**config.mk**
```make
export PLATFORM = sky130hd
export DESIGN_NAME = lsu_ram_port
export DESIGN_NICKNAME = d
export VERILOG_FILES = /design/src/rtl/lsu_pkg.sv /design/src/rtl/lsu_align.sv /design/src/rtl/lsu_ram_port.sv
export SDC_FILE = /design/constraint.sdc
export NUM_CORES = 1
export LEC_CHECK = 0
export CAP_MARGIN = 20
export CORE_MARGIN = 5
export CORE_UTILIZATION = 35
export CTS_CLUSTER_SIZE = 16
export DETAILED_ROUTE_END_ITERATION = 12
export GPL_ROUTABILITY_DRIVEN = 0
export PLACE_DENSITY_LB_ADDON = 0.12
export SETUP_SLACK_MARGIN = 0.5
export SLEW_MARGIN = 20
export SYNTH_ARGS = -nofsm -noshare
export SYNTH_HDL_FRONTEND = slang
export SYNTH_SLANG_ARGS = --single-unit
```
**constraint.sdc**
```tcl
create_clock -name clk -period 7.25 [get_ports clk]
set_input_delay 1.0875 -clock clk [delete_from_list [all_inputs] [get_ports clk]]
set_output_delay 1.0875 -clock clk [all_outputs]
set_load 0.005 [all_outputs]
```
**src/rtl/lsu_pkg.sv**
```systemverilog
// Shared encodings for the data-RAM load/store port.
// Covers funct3 codes, the FSM states and the access-size helpers.
package lsu_pkg;

  localparam logic [2:0] F3_B  = 3'b000;
  localparam logic [2:0] F3_H  = 3'b001;
  localparam logic [2:0] F3_W  = 3'b010;
  localparam logic [2:0] F3_BU = 3'b100;
  localparam logic [2:0] F3_HU = 3'b101;

  typedef enum logic [1:0] {
    ST_IDLE  = 2'd0,
    ST_BEAT0 = 2'd1,
    ST_BEAT1 = 2'd2,
    ST_RESP  = 2'd3
  } state_e;

  typedef enum logic [1:0] {
    SZ_B = 2'd0,
    SZ_H = 2'd1,
    SZ_W = 2'd2
  } size_e;

  // Stores only have the three signed encodings; loads add the unsigned pair.
  function automatic logic f3_illegal(input logic we, input logic [2:0] f3);
    logic ok;
    ok = (f3 == F3_B) || (f3 == F3_H) || (f3 == F3_W);
    if (!we) ok = ok || (f3 == F3_BU) || (f3 == F3_HU);
    return !ok;
  endfunction

  function automatic size_e f3_size(input logic [2:0] f3);
    size_e sz;
    case (f3[1:0])
      2'b00:   sz = SZ_B;
      2'b01:   sz = SZ_H;
      default: sz = SZ_W;
    endcase
    return sz;
  endfunction

endpackage

```
**src/rtl/lsu_align.sv**
```systemverilog
// Lane/data alignment for the RAM port: builds the 8-lane mask and shifted store
// data across two words, and extracts/extends load data from the {hi,lo} pair.
module lsu_align
  import lsu_pkg::*;
(
  input  logic        we_i,
  input  logic [2:0]  funct3_i,
  input  logic [1:0]  off_i,
  input  logic [31:0] wdata_i,
  input  logic [31:0] lo_i,
  input  logic [31:0] hi_i,
  output logic [7:0]  lane8_o,
  output logic [63:0] data64_o,
  output logic        split_o,
  output logic        illegal_o,
  output logic [31:0] rdata_o
);

  function automatic logic [7:0] lane_mask(input size_e sz, input logic [1:0] off);
    logic [7:0] base;
    case (sz)
      SZ_B:    base = 8'h01;
      SZ_H:    base = 8'h03;
      default: base = 8'h0F;
    endcase
    return base << off;
  endfunction

  function automatic logic [31:0] load_extend(input logic [2:0] f3, input logic [1:0] off,
                                              input logic [63:0] dw);
    logic [31:0] r;
    logic [31:0] res;
    r = 32'(dw >> {off, 3'b000});
    case (f3)
      F3_B:    res = {{24{r[7]}}, r[7:0]};
      F3_H:    res = {{16{r[15]}}, r[15:0]};
      F3_W:    res = r;
      F3_BU:   res = {24'h0, r[7:0]};
      F3_HU:   res = {16'h0, r[15:0]};
      default: res = 32'h0;
    endcase
    return res;
  endfunction

  always_comb begin
    lane8_o   = lane_mask(f3_size(funct3_i), off_i);
    data64_o  = {32'h0, wdata_i} << {off_i, 3'b000};
    split_o   = |lane8_o[7:4];
    illegal_o = f3_illegal(we_i, funct3_i);
    // hi is only meaningful when the access actually reached the second word
    rdata_o   = load_extend(funct3_i, off_i, {(split_o ? hi_i : 32'h0), lo_i});
  end

endmodule

```
**src/rtl/lsu_ram_port.sv**
```systemverilog
// Load/store initiator for the word-addressed, byte-masked data RAM; splits
// accesses that straddle a word boundary into two sequential beats.
//
// state | meaning
// IDLE  | ready for a request, RAM idle
// BEAT0 | access word w0 (low lanes)
// BEAT1 | access word w1 = w0+1 (spill-over lanes)
// RESP  | one-cycle completion pulse
module lsu_ram_port
  import lsu_pkg::*;
#(
  parameter int ADDR_W = 8
) (
  input  logic              clk,
  input  logic              rst,
  input  logic              req_valid,
  output logic              req_ready,
  input  logic              req_we,
  input  logic [2:0]        req_funct3,
  input  logic [31:0]       req_addr,
  input  logic [31:0]       req_wdata,
  output logic              resp_valid,
  output logic              resp_err,
  output logic [31:0]       resp_rdata,
  output logic              mem_w_en,
  output logic [ADDR_W-1:0] mem_address,
  output logic [3:0]        mem_masking,
  output logic [31:0]       mem_write_data,
  input  logic [31:0]       mem_read_data
);

  state_e            state_q, state_d;
  logic              we_q;
  logic [2:0]        f3_q;
  logic [1:0]        off_q;
  logic [ADDR_W-1:0] w0_q;
  logic [31:0]       wdata_q;
  logic [31:0]       lo_q;
  logic [31:0]       hi_q;
  logic [ADDR_W-1:0] addr_hold_q;
  logic [31:0]       wdata_hold_q;

  logic [7:0]        lane8;
  logic [63:0]       data64;
  logic              split;
  logic              illegal;
  logic [31:0]       rdata;
  logic              req_illegal;
  logic              unused_addr_bits;

  assign req_illegal      = f3_illegal(req_we, req_funct3);
  assign unused_addr_bits = ^req_addr[31:ADDR_W+2];

  lsu_align u_align (
    .we_i      (we_q),
    .funct3_i  (f3_q),
    .off_i     (off_q),
    .wdata_i   (wdata_q),
    .lo_i      (lo_q),
    .hi_i      (hi_q),
    .lane8_o   (lane8),
    .data64_o  (data64),
    .split_o   (split),
    .illegal_o (illegal),
    .rdata_o   (rdata)
  );

  always_comb begin
    state_d        = state_q;
    req_ready      = 1'b0;
    resp_valid     = 1'b0;
    resp_err       = 1'b0;
    resp_rdata     = 32'h0;
    mem_w_en       = 1'b0;
    mem_masking    = 4'h0;
    mem_address    = addr_hold_q;
    mem_write_data = wdata_hold_q;
    case (state_q)
      ST_IDLE: begin
        req_ready = 1'b1;
        if (req_valid) state_d = req_illegal ? ST_RESP : ST_BEAT0;
      end
      ST_BEAT0: begin
        mem_address    = w0_q;
        mem_masking    = lane8[3:0];
        mem_write_data = data64[31:0];
        mem_w_en       = we_q;
        state_d        = split ? ST_BEAT1 : ST_RESP;
      end
      ST_BEAT1: begin
        mem_address    = w0_q + ADDR_W'(1);
        mem_masking    = lane8[7:4];
        mem_write_data = data64[63:32];
        mem_w_en       = we_q;
        state_d        = ST_RESP;
      end
      ST_RESP: begin
        resp_valid = 1'b1;
        resp_err   = illegal;
        resp_rdata = (we_q || illegal) ? 32'h0 : rdata;
        state_d    = ST_IDLE;
      end
      default: state_d = ST_IDLE;
    endcase
  end

  always_ff @(posedge clk or posedge rst) begin
    if (rst) begin
      state_q      <= ST_IDLE;
      we_q         <= 1'b0;
      f3_q         <= 3'h0;
      off_q        <= 2'h0;
      w0_q         <= '0;
      wdata_q      <= 32'h0;
      lo_q         <= 32'h0;
      hi_q         <= 32'h0;
      addr_hold_q  <= '0;
      wdata_hold_q <= 32'h0;
    end else begin
      state_q      <= state_d;
      addr_hold_q  <= mem_address;
      wdata_hold_q <= mem_write_data;
      if (state_q == ST_IDLE && req_valid) begin
        we_q    <= req_we;
        f3_q    <= req_funct3;
        off_q   <= req_addr[1:0];
        w0_q    <= req_addr[ADDR_W+1:2];
        wdata_q <= req_wdata;
      end
      if (state_q == ST_BEAT0 && !we_q) lo_q <= mem_read_data;
      if (state_q == ST_BEAT1 && !we_q) hi_q <= mem_read_data;
    end
  end

endmodule

```
Word level (Yosys, flattened, before mapping)
Index checks and enable logic that the tools add are counted.
- latch bits: 0
- bits of input ports: 103
- memories: 0
- output and inout port bits: 80
- register bits after elaboration: 152
- word-level logic and storage cells: 68
- memory bits (writable): 0
- memory bits (read-only): 0
- $add $sub $neg: 1
- reduce and logical (&&, ||, !) cells: 21
- magnitude comparators: 0
- bitwise operators: 0
- multipliers: 0
- shift-type cells: 3
- multiplexer cells: 19
- divide/modulo/power cells: 0
- equal/unequal tests: 14
- operators with widths (operator ; count):
    32-bit case mux with 5 select lines ; 1
    32-bit 2-to-1 mux ; 3
    32-bit case mux with 2 select lines ; 1
    32-bit by 5-bit << shifter with 64-bit output ; 1
    64-bit by 5-bit >> shifter with 32-bit output ; 1
    4-bit case mux with 2 select lines ; 2
    8-bit case mux with 2 select lines ; 1
    3-bit == test, second input constant ; 4
    1-bit logical OR ; 9
    8-bit by 1-bit adder with 8-bit output, second input constant ; 1
    2-bit case mux with 4 select lines ; 1
    4-bit by 2-bit << shifter with 8-bit output ; 1
    1-bit 2-to-1 mux ; 7
    2-bit by 1-bit == test with 1-bit output, second input constant ; 3
    3-bit by 1-bit == test with 1-bit output, second input constant ; 2
    3-bit by 2-bit == test with 1-bit output, second input constant ; 2
    2-bit logical NOT ; 3
    3-bit logical NOT ; 2
    2-bit == test, second input constant ; 2
    2-bit 2-to-1 mux ; 2
    2-bit case mux with 2 select lines ; 1
    4-bit OR reduction ; 1
    1-bit logical AND ; 3
    1-bit logical NOT ; 2
    other kinds (2) ; 2

Longest topological paths before layout
- word-level depth: 11
- mapped depth: 8
- depth with buffers taken out: 6

By module
From an unflattened synthesis, not the netlist that was laid out.
- cell total of the unflattened synthesis: 813
- area, all modules: 8615.8 um^2
- by module, submodules not included (module ; area each (um^2) ; sequential area each (um^2) ; instances ; cells an instance):
    lsu_ram_port ; 6459.9 ; 3803.6 ; 1 ; 501
    lsu_align ; 2155.8 ; 0.0 ; 1 ; 312

Worst setup path after synthesis
No wires, ideal clock.
- path type: register to output
- from: register state_q[0]
- to: output mem_address[2]
- arrival time: 1.611 ns
- required time: 6.162 ns
- buffers on the path: 3
- cell stages (with the launch flop): 7
- path slack: 4.552 ns
- path through: dfrtp_1 > inv_1 > ha_1 > clkbuf_1 > clkbuf_1 > clkbuf_1 > a31oi_1
- word-level cells in the longest chain between the ends: 2
- elaborated cells on any way between the ends: 3
- those cells by class: eq/ne: 2; mux: 1
- RTL lines (element ; line ; text):
    start, declared ; lsu_ram_port.sv:32 ; state_e state_q, state_d;
    start signal, assigned ; lsu_ram_port.sv:120 ; state_q <= state_d;
    2-bit == test or 2-bit by 1-bit == test with 1-bit output (tied branches) ; lsu_ram_port.sv:78 ; case (state_q)
    8-bit case mux with 2 select lines * ; lsu_ram_port.sv:78 ;
    end, declared ; lsu_ram_port.sv:26 ; output logic [ADDR_W-1:0] mem_address,
Every way passes the cells marked *; elsewhere a longest branch is shown, timed or not.

Worst setup path after layout
- from: register state_q[1]
- to: output mem_write_data[1]
- word-level cells in the longest chain between the ends: 2
- elaborated cells on any way between the ends: 3
- those cells by class: eq/ne: 2; mux: 1
- RTL lines (element ; line ; text):
    2-bit == test or 2-bit by 1-bit == test with 1-bit output (tied branches) ; lsu_ram_port.sv:78 ;
    32-bit case mux with 2 select lines * ; lsu_ram_port.sv:78 ;
    end, declared ; lsu_ram_port.sv:28 ; output logic [31:0] mem_write_data,
Marked as above.

==> impl_metrics.csv <==
group,metric,value,unit
worst_setup_path,cp_slowest_stage_delay,910,ps
layout,antennaDiodeCount,0,
worst_setup_path,rrSetupSlack,4110,ps
floorplan,fp.dieW,160,µm
worst_setup_path,crit_family,"simple AND/OR/NAND/NOR gates",
sta,rsz0062_at_grt,"no",
sta,fmax,0.197,GHz
cts,cts_num_sinks,144,
floorplan,dieArea,0.0256,mm²
worst_setup_path,slowest_stage,"nor2b_1",
routing,viasPerCell,5.43,
sta,slew_headroom,26.2,%
worst_setup_path,crit_cells,7,
worst_setup_path,setup.worst_path.start,"state_q[1]",
layout,syn_to_final_growth,29.0,%
grt,met2_usage,30.0,%
grt,grt_pass1_wl,36.7,mm
routing,totalWireLength,22.6,mm
flow_run,maxCapViolations,0,
routing,drt_iter0_drc,322,
cts,cts_tree,"yes",
routing,via_count,6020,
placed_design,io_buffer_count,160,
worst_setup_path,crit_arrival,4000,ps
grt,grt.busiest_layer,"met2",
synth,synth_area,0.00786,mm²
cts,clk_latency,420,ps
worst_setup_path,crit_chain,"inv_1, ha_1, nor2b_1, nor2b_1, a22oi_1, a21oi_1, clkdlybuf4s50_1",
cts,post_cts_resized,0,
sta,slew_viol_final,0,
min_path,whs_path_depth,1,
cts,cts_made_buffers,17,
layout,drive_above_1_share,22.6,%
synth,syn_nets,793,
grt,overflow,0,
worst_setup_path,cpMostUsedCell,"nor2b_1",
routing,antenna_left,0,
min_path,hold_path_class,"reg -> reg",
grt,grt_pass1_vias,6401,
run_status,status,"complete, no violations",
synth,synthArstFlopShare,100,%
placed_design,hpwl,15.4,mm
worst_setup_path,worstPathRequired,6160,ps
worst_setup_path,rr_startpoint,"state_q[1]",
sta,tns,0,ps
synth,synth.ff_latch_count,144,
layout,fin_area,0.0101,mm²
power_and_ir_drop,peakVddDrop,0.279,mV
sta,period_needed,5090,ps
grt,grt_max_degree,79,
sta,setup_viol,0,
worst_setup_path,endpoint,"mem_write_data[1]",
sta,skew,10.2,ps
sta,worst_pin_slew,1100,ps
layout,fillers,1985,
grt,antenna_found_initial,1,
synth,syn_inst,685,
grt,use_met3,3.61,%
power_and_ir_drop,p_leak,4.08,nW
synth,synth_seq_area_share,45.8,%
worst_setup_path,cp_num_buf_inv,2,
cts,htree_num_levels,4,
cts,cts-root-buf,"clkbuf_16",
synth,synth_edf_count,0,
power_and_ir_drop,power.density,535,mW/mm²
synth,synth_warnings,0,
worst_setup_path,r2r-end,"wdata_hold_q[1]",
layout,nets,924,
routing,avgRoutedWirePerCell,20.4,µm
routing,drc,0,
cts,clkTransAtPathRegs,70,ps
placed_design,dpl_cell_area,0.00958,mm²
floorplan,io_pins,183,
worst_setup_path,path_max_fanout,13,
worst_setup_path,rr_worst_depth,6,
floorplan,start_util,35.8,%
cts,cts-hold-fix-buffers,0,
cts,clock_path_buffers,2,
grt,gr-usage-met1,23.7,%
synth,avgSynthCellArea,11.5,µm²
sta,hold_violations,0,
synth,synth_cell_type_count,44,
floorplan,core-area,0.0220,mm²
floorplan,die_h,160,µm
synth,yosys_most_used_dff,"dfrtp_1",
worst_setup_path,crit_type,"reg -> out",
worst_setup_path,startpoint_type,"flop",
sta,period_share,70.2,%
worst_setup_path,cp-end-kind,"primary output",
cts,post_cts_buffers,0,
routing,firstDrtPassIters,6,
floorplan,num_rows,54,
grt,grt_use_total,17.9,%
==> Yosys cell counts (13+ instances only) <==
| library cell | instances | area, µm² |
|---|---|---|
| dfrtp_1 | 144 | 3600 |
| o22a_1 | 14 | 123 |
| clkbuf_1 | 20 | 75.1 |
| nor2b_1 | 23 | 144 |
| mux2_2 | 120 | 1350 |
| inv_1 | 14 | 52.6 |
| mux4_2 | 16 | 360 |
| a22oi_1 | 18 | 135 |
| nor2_1 | 45 | 169 |
| o211ai_1 | 16 | 120 |
| buf_2 | 22 | 110 |
| a21oi_1 | 59 | 295 |
| mux2i_1 | 38 | 380 |
| a31oi_1 | 13 | 81.3 |
| nand2_1 | 22 | 82.6 |
==> placed cells by master (no fill, tap or decap), types with 4 or more instances in the layout <==
cell / n
dfrtp_1: 142
o22ai_1: 7
mux4_2: 16
and3_1: 9
a22oi_1: 18
ha_1: 4
nand3_1: 8
clkdlybuf4s50_1: 160
a22o_1: 9
clkbuf_16: 17
o2bb2ai_1: 7
a21oi_1: 59
inv_1: 13
o21ai_0: 9
nand2_1: 21
inv_6: 5
buf_4: 10
a31oi_1: 13
nor2_1: 45
o211ai_1: 16
mux2i_1: 38
mux2_2: 120
nor2b_1: 22
o22a_1: 14
==> area by class of cell <==
type	count	area, µm²	share of cell area, %
Sequential cell	144	3610	35.6
Timing Repair Buffer	170	1680	16.5
Clock buffer	18	439	4.33
Multi-Input combinational cell	469	3890	38.3
Inverter	14	57.6	0.568
Clock inverter	14	123	1.21
Tap cell	280	350	3.45
==> how the worst min path moves through the flow <==
stage             from       to  slack, ps
2_1_floorplan  lo_q[4]  lo_q[4]        450
3_3_place_gp   lo_q[4]  lo_q[4]        470
3_5_place_dp   lo_q[4]  lo_q[4]        480
4_1_cts        lo_q[4]  lo_q[4]        490
5_1_grt        lo_q[4]  lo_q[4]        520
6_report       lo_q[4]  lo_q[4]        490
==> flip-flops by register name, summed over array words and instances (netlist names) <==
| name | count |
|---|---|
| state_q | 2 |
| f3_q | 3 |
| wdata_q | 32 |
| wdata_hold_q | 32 |
| we_q | 1 |
| hi_q | 24 |
| off_q | 2 |
| addr_hold_q | 8 |
| lo_q | 32 |
| w0_q | 8 |
==> metal layers <==
layer  wire length (µm)  up-vias
li1                   -     2783
met1              10200     3054
met2              11200      159
met3                946       22
met4                294        2
met5                 13        -
==> metrics by stage <==
step | std cells | setup WS, ps | hold WS, ps | power [mW] | util [%]
floorplan | 685 | 2300 | 453 | 3.44 | -
global placement | 1077 | 2670 | 473 | 4.53 | 43.6
detailed placement | 1077 | 2640 | 476 | 4.61 | 43.6
CTS | 1109 | 2190 | 492 | 5.49 | 46.2
global route | 1109 | 1970 | 520 | 5.83 | 46.2
finish | 1109 | 2160 | 492 | 5.43 | 46.2
==> report_power, final <==
part	switching, mW	leakage [nW]	internal (mW)	total, mW
sequential	0.424	1.73	1.23	1.65
combinational	1.33	2.09	1.60	2.94
clock	0.381	0.270	0.459	0.840
==> cell families (layout without fill, tap and decap cells) <==
kind of cell	count (synthesis)	count (layout)	synth area share, %
AO/OA/AOI/OAI	163	163	13.6
XOR/XNOR	2	2	0.223
adder cells (fa/ha/maj)	5	5	0.796
buffers and inverters	72	216	4.87
flip-flops	144	144	45.8
multiplexers	175	175	26.8
AND/OR/NAND/NOR	124	124	7.93
(Power assumes the default switching activity.)
